<file path="config.mk">
export PLATFORM = sky130hd
export DESIGN_NAME = rotate_sdram_bridge
export DESIGN_NICKNAME = d
export VERILOG_FILES = /design/src/rtl/rotate_sdram_bridge.sv
export SDC_FILE = /design/constraint.sdc
export NUM_CORES = 1
export LEC_CHECK = 0
export ABC_AREA = 1
export CELL_PAD_IN_SITES_DETAIL_PLACEMENT = 1
export CELL_PAD_IN_SITES_GLOBAL_PLACEMENT = 2
export CORE_ASPECT_RATIO = 1.1
export CORE_MARGIN = 5
export CORE_UTILIZATION = 23
export CTS_CLUSTER_SIZE = 40
export DETAILED_ROUTE_END_ITERATION = 12
export GPL_TIMING_DRIVEN = 0
export PLACE_DENSITY = 0.8
export SLEW_MARGIN = 10
export SYNTH_ARGS = -nofsm -noshare
export SYNTH_HDL_FRONTEND = slang
export SYNTH_SLANG_ARGS = --single-unit
export TNS_END_PERCENT = 1
</file>
<file path="constraint.sdc">
create_clock -name clk_sys -period 1.7 [get_ports clk_sys]
set_clock_uncertainty 0.2 [all_clocks]
set_input_delay 0.34 -clock clk_sys [delete_from_list [all_inputs] [get_ports clk_sys]]
set_output_delay 0.34 -clock clk_sys [all_outputs]
set_load 0.02 [all_outputs]
</file>
<file path="src/rtl/rotate_sdram_bridge.sv">
// Burst arbiter between the rotating scandoubler's write/read streams and a word-level SDRAM port.
// Optional starve statistics are built only when ROTATE_BRIDGE_STATS_EN is defined.
module rotate_sdram_bridge #(
    parameter int unsigned ROW_BITS   = 10,
    parameter int unsigned COL_BITS   = 10,
    parameter int unsigned STARVE_MAX = 255
) (
    input  logic                         clk_sys,
    input  logic                         reset_n,
    input  logic                         vidin_req,
    input  logic [1:0]                   vidin_frame,
    input  logic [10:0]                  vidin_row,
    input  logic [10:0]                  vidin_col,
    input  logic [15:0]                  vidin_d,
    output logic                         vidin_ack,
    input  logic                         vidout_req,
    input  logic [1:0]                   vidout_frame,
    input  logic [10:0]                  vidout_row,
    input  logic [10:0]                  vidout_col,
    output logic [15:0]                  vidout_d,
    output logic                         vidout_ack,
    output logic                         ram_req,
    output logic                         ram_we,
    output logic [2+ROW_BITS+COL_BITS-1:0] ram_addr,
    output logic [15:0]                  ram_wdata,
    input  logic                         ram_ack,
    input  logic [15:0]                  ram_rdata,
    output logic [15:0]                  stat_starve
);

    localparam int unsigned AW = 2 + ROW_BITS + COL_BITS;

    typedef enum logic [2:0] {IDLE, WR_ISSUE, WR_SETTLE, RD_ISSUE, RD_SETTLE} state_t;

    state_t        state;
    logic [3:0]    wr_cnt;
    logic [3:0]    rd_cnt;
    logic [AW-1:0] wr_addr;
    logic [AW-1:0] rd_addr;

    assign wr_addr = {vidin_frame, vidin_row[ROW_BITS-1:0], vidin_col[COL_BITS-1:0]};
    assign rd_addr = {vidout_frame, vidout_row[ROW_BITS-1:0], vidout_col[COL_BITS-1:0]};

    always_ff @(posedge clk_sys or negedge reset_n) begin
        if (!reset_n) begin
            state      <= IDLE;
            wr_cnt     <= 4'd0;
            rd_cnt     <= 4'd0;
            ram_req    <= 1'b0;
            ram_we     <= 1'b0;
            ram_addr   <= '0;
            ram_wdata  <= 16'd0;
            vidin_ack  <= 1'b0;
            vidout_ack <= 1'b0;
            vidout_d   <= 16'd0;
        end else begin
            case (state)
                IDLE: begin
                    if (vidin_req) begin
                        state     <= WR_ISSUE;
                        ram_req   <= 1'b1;
                        ram_we    <= 1'b1;
                        ram_addr  <= wr_addr;
                        ram_wdata <= vidin_d;
                        wr_cnt    <= 4'd0;
                    end else if (vidout_req) begin
                        state    <= RD_ISSUE;
                        ram_req  <= 1'b1;
                        ram_we   <= 1'b0;
                        ram_addr <= rd_addr;
                        rd_cnt   <= 4'd0;
                    end
                end
                WR_ISSUE: begin
                    if (ram_ack) begin
                        state     <= WR_SETTLE;
                        ram_req   <= 1'b0;
                        ram_we    <= 1'b0;
                        vidin_ack <= 1'b1;
                        wr_cnt    <= wr_cnt + 4'd1;
                    end
                end
                WR_SETTLE: begin
                    vidin_ack <= 1'b0;
                    // wr_cnt wraps to 0 after the 16th word, closing the burst
                    if (vidin_req && wr_cnt != 4'd0) begin
                        state     <= WR_ISSUE;
                        ram_req   <= 1'b1;
                        ram_we    <= 1'b1;
                        ram_addr  <= wr_addr;
                        ram_wdata <= vidin_d;
                    end else begin
                        state <= IDLE;
                    end
                end
                RD_ISSUE: begin
                    if (ram_ack) begin
                        state      <= RD_SETTLE;
                        ram_req    <= 1'b0;
                        vidout_d   <= ram_rdata;
                        vidout_ack <= 1'b1;
                        rd_cnt     <= rd_cnt + 4'd1;
                    end
                end
                RD_SETTLE: begin
                    vidout_ack <= 1'b0;
                    if (vidout_req && rd_cnt < 4'd8) begin
                        state    <= RD_ISSUE;
                        ram_req  <= 1'b1;
                        ram_we   <= 1'b0;
                        ram_addr <= rd_addr;
                    end else begin
                        state <= IDLE;
                    end
                end
                default: state <= IDLE;
            endcase
        end
    end

`ifdef ROTATE_BRIDGE_STATS_EN
    logic [15:0] starve_wait;
    logic        starved;
    logic        in_wr;

    assign in_wr = (state == WR_ISSUE) || (state == WR_SETTLE);

    // One increment per waiting episode; the flag clears once the writer is served
    always_ff @(posedge clk_sys or negedge reset_n) begin
        if (!reset_n) begin
            starve_wait <= 16'd0;
            starved     <= 1'b0;
            stat_starve <= 16'd0;
        end else if (vidin_req && !in_wr) begin
            if (starve_wait != 16'hFFFF) begin
                starve_wait <= starve_wait + 16'd1;
            end
            if (32'(starve_wait) >= STARVE_MAX && !starved) begin
                starved <= 1'b1;
                if (stat_starve != 16'hFFFF) begin
                    stat_starve <= stat_starve + 16'd1;
                end
            end
        end else begin
            starve_wait <= 16'd0;
            starved     <= 1'b0;
        end
    end

    logic unused_bits;
    assign unused_bits = ^{vidin_row, vidin_col, vidout_row, vidout_col};
`else
    assign stat_starve = 16'd0;

    logic unused_bits;
    assign unused_bits = ^{vidin_row, vidin_col, vidout_row, vidout_col, (STARVE_MAX != 0)};
`endif

endmodule

</file>
==> impl_metrics.py <==
metrics = {
    "die": {
        "coreArea_sq_um": 17080,
        "dieArea_sq_um": 20120,
        "rows": 50,
        "initial_core_util_pct": 23.41,
        "die_x_um": 135.7,
        "ioPinCount": 159,
        "dieHeight_um": 148.3,
    },
    "sta": {
        "relSlewSlack_pct": 59.92,
        "fin_crit_sh_pct": 100.4,
        "finalSetupViolations": 2,
        "rsz0062_at_grt": "true",
        "fin_crit_ns": 1.707,
        "hold_viol": 0,
        "fmax_mhz": 585.8,
        "setup_slack_ns": -0.007127,
        "worst_pin_slew_ns": 0.6012,
        "maxSlewViolCount": 0,
    },
    "grt": {
        "grt_pass1_wl_um": 24120,
        "track_usage_pct": 14.98,
        "grt_pass1_vias": 4738,
        "grt_start_max_net_pins": 49,
        "overflow": 0,
        "antenna_found_initial": 1,
    },
    "clocking": {
        "clk_latency_ns": 0.34,
        "clock_path_buffers": 2,
        "cts-root-buf": "clkbuf_16",
        "clk_pin_slew_ns": 0.06,
        "cts_tree": "done",
        "cts_buffers": 9,
        "clock_sink_count": 69,
        "h-tree-depth": 3,
    },
    "finish": {
        "nets": 857,
        "multi_input_area_sq_um": 1991,
        "synthToLayoutAreaGrowth_pct": 59.56,
        "drive_above_1_share_pct": 16.15,
        "final_cells": 1008,
        "fill_cells": 2110,
        "stdcell_area_sq_um": 6379,
        "diodes": 0,
        "final_common_cell": "nand2_1",
        "mostFrequentLayoutCells": "262 x nand2_1, 77 x clkdlybuf4s50_1, 76 x nand3_1, 68 x dfrtp_1, 58 x dlygate4sd2_1",
        "regArea_sq_um": 1728,
    },
    "synthesis": {
        "synth.largest_area_cell": "dfrtp_1",
        "syn_area_sq_um": 3998,
        "ys_top_cells_by_area": "dfrtp_1 43%, nand2_1 27%, nand3_1 9.9%",
        "synth_edf_count": 0,
        "postSynthAreaPerCell_sq_um": 6.799,
        "synth_flop_cell": "dfrtp_1",
        "yosysSeqAreaShare_pct": 43.19,
        "synth_top_area_share_pct": 43.19,
        "synthCells": 588,
        "yosysWarningCount": 0,
        "ys_ff_latch": 69,
        "async_flop_share_pct": 100.0,
        "yosysUniqueCellTypes": 23,
    },
    "pwr": {
        "total_power_w": 0.01108,
        "worst_ir_drop_vdd_mv": 0.6885,
        "p_leak_nw": 3.486,
        "power_density_nw_per_um2": 1737,
    },
    "hold_path": {
        "worst_hold_path_type": "in2reg",
        "holdCritStartpoint": "ram_ack",
    },
    "placement": {
        "placedInstanceArea_sq_um": 5743,
        "hpwl_um": 11120,
        "dp_cells": 975,
        "place.gp.congestion": 0.7786,
        "port_buffers": 137,
    },
    "worst_setup_path": {
        "critPathMaxFanout": 8,
        "start_kind": "register",
        "end_kind": "register",
        "setup.worst_path.start": "state[0]",
        "worstSetupPathType": "reg2reg",
        "worstPathRequired_ns": 1.73,
        "r2r_start": "state[0]",
        "worstPathArrival_ns": 1.74,
    },
    "route": {
        "post_drt_wl_per_cell_um": 15.09,
        "firstDrtPassIters": 4,
        "wl_um": 15210,
        "via_per_inst": 4.296,
        "drt_iter0_drc": 115,
        "route.detailed.drc": 0,
        "ant_nets": 0,
        "dr_total_vias": 4330,
    },
    "run": {
        "cap_viol_max_count": 0,
    },
    "outcome": {
        "failed_checks": "setup timing",
        "status": "finished with violations",
    },
}
==> synthesized netlist by cell type (2+ instances only) <==
cell type	number
nand2_1	288
nand3_1	79
dfrtp_1	69
inv_1	48
buf_4	22
o21ai_1	20
buf_2	16
nor2_1	10
inv_2	7
clkbuf_1	5
ha_1	3
nand2_2	3
xor2_1	3
a21oi_1	2
buf_1	2
nand4_1	2
nor2_2	2
o21ai_0	2
==> path summary, 6_finish.rpt <==
check	end	cells past startpoint	slack [ns]
worst min register to register	ram_we	2	0.27
worst max register to register	ram_addr[21]	10	-0.007
worst min-delay path	vidin_ack	3	0.24
min in group asynchronous	ram_addr[14]	2	0.26
worst max-delay path	ram_addr[21]	10	-0.007
max in group asynchronous	state[2]	3	0.47
==> per-layer routing <==
layer	track usage (%)	share of wire, %	vias to the layer above
met4	4.889	1.6	2
met3	4.499	7.7	19
met5	0	0.085	-
li1	-	-	2142
met1	17.81	41	2036
met2	25.82	49	131
==> cells by family after synthesis <==
logic type,synth area share (%)
xor gates and xnor gates,0.6574
AOI/OAI and AO/OA,3.005
buffers and inverters,11.96
and+or+nand+nor,40.16
other,0.09381
DFF,43.19
adders and majority gates,0.9391
==> per-stage QoR <==
| step | TNS (ns) | hold WS (ns) | utilization (%) | setup WS [ns] |
|---|---|---|---|---|
| after floorplan | 0 | -0.1556 | - | 0.1085 |
| after global placement | -188.09 | 0.2599 | 33.48 | -2.508 |
| after detailed placement | -17.02 | 0.07566 | 33.63 | -0.6156 |
| after CTS | -0.6626 | 0.2699 | 35.73 | -0.06887 |
| after global routing | -2.392 | 0.2596 | 37.35 | -0.08819 |
| final | -0.008005 | 0.2398 | 37.35 | -0.007127 |
==> sequential cells by signal (all words and copies together) (netlist names) <==
| register | flops |
|---|---|
| vidin_ack | 1 |
| vidout_d | 16 |
| rd_cnt | 4 |
| ram_req | 1 |
| ram_we | 1 |
| ram_wdata | 16 |
| wr_cnt | 4 |
| vidout_ack | 1 |
| state | 3 |
| ram_addr | 22 |
==> layout make-up <==
class	instances	share of cell area, %
buffer	45	5.747
clock buffer	10	3.590
clock inverter	6	1.000
inverter	55	3.393
multi-input combinational	434	31.21
sequential	69	27.09
tap	234	4.590
timing repair buffer	155	23.38
==> power by group <==
part	switching, W	total [W]	leakage, nW	internal (W)
logic	0.00385	0.00638	2.48	0.00253
clock network	0.000743	0.00188	0.138	0.00113
registers	0.000440	0.00282	0.868	0.00238
total	0.00503	0.0111	3.49	0.00605
==> worst max-delay path, cell delays in order, from the launching register on <==
cell       delay (ns)
dfrtp_1          0.37
buf_6            0.15
inv_4            0.07
nand2_4          0.05
nor2_4           0.15
nand3_2          0.11
nand2_4          0.12
nand2_8          0.10
clkbuf_16        0.18
nand2_2          0.05
nand2_1          0.05
==> timing repair <==
item,in CTS,in global routing
gates resized for setup,99,40
setup buffers,0,14
hold endpoints to repair,21,0
pin swaps,2,8
hold buffers,1,0
cloned,0,2
setup endpoints to repair,112,59
Note: power is estimated with default switching activity, not from simulation.
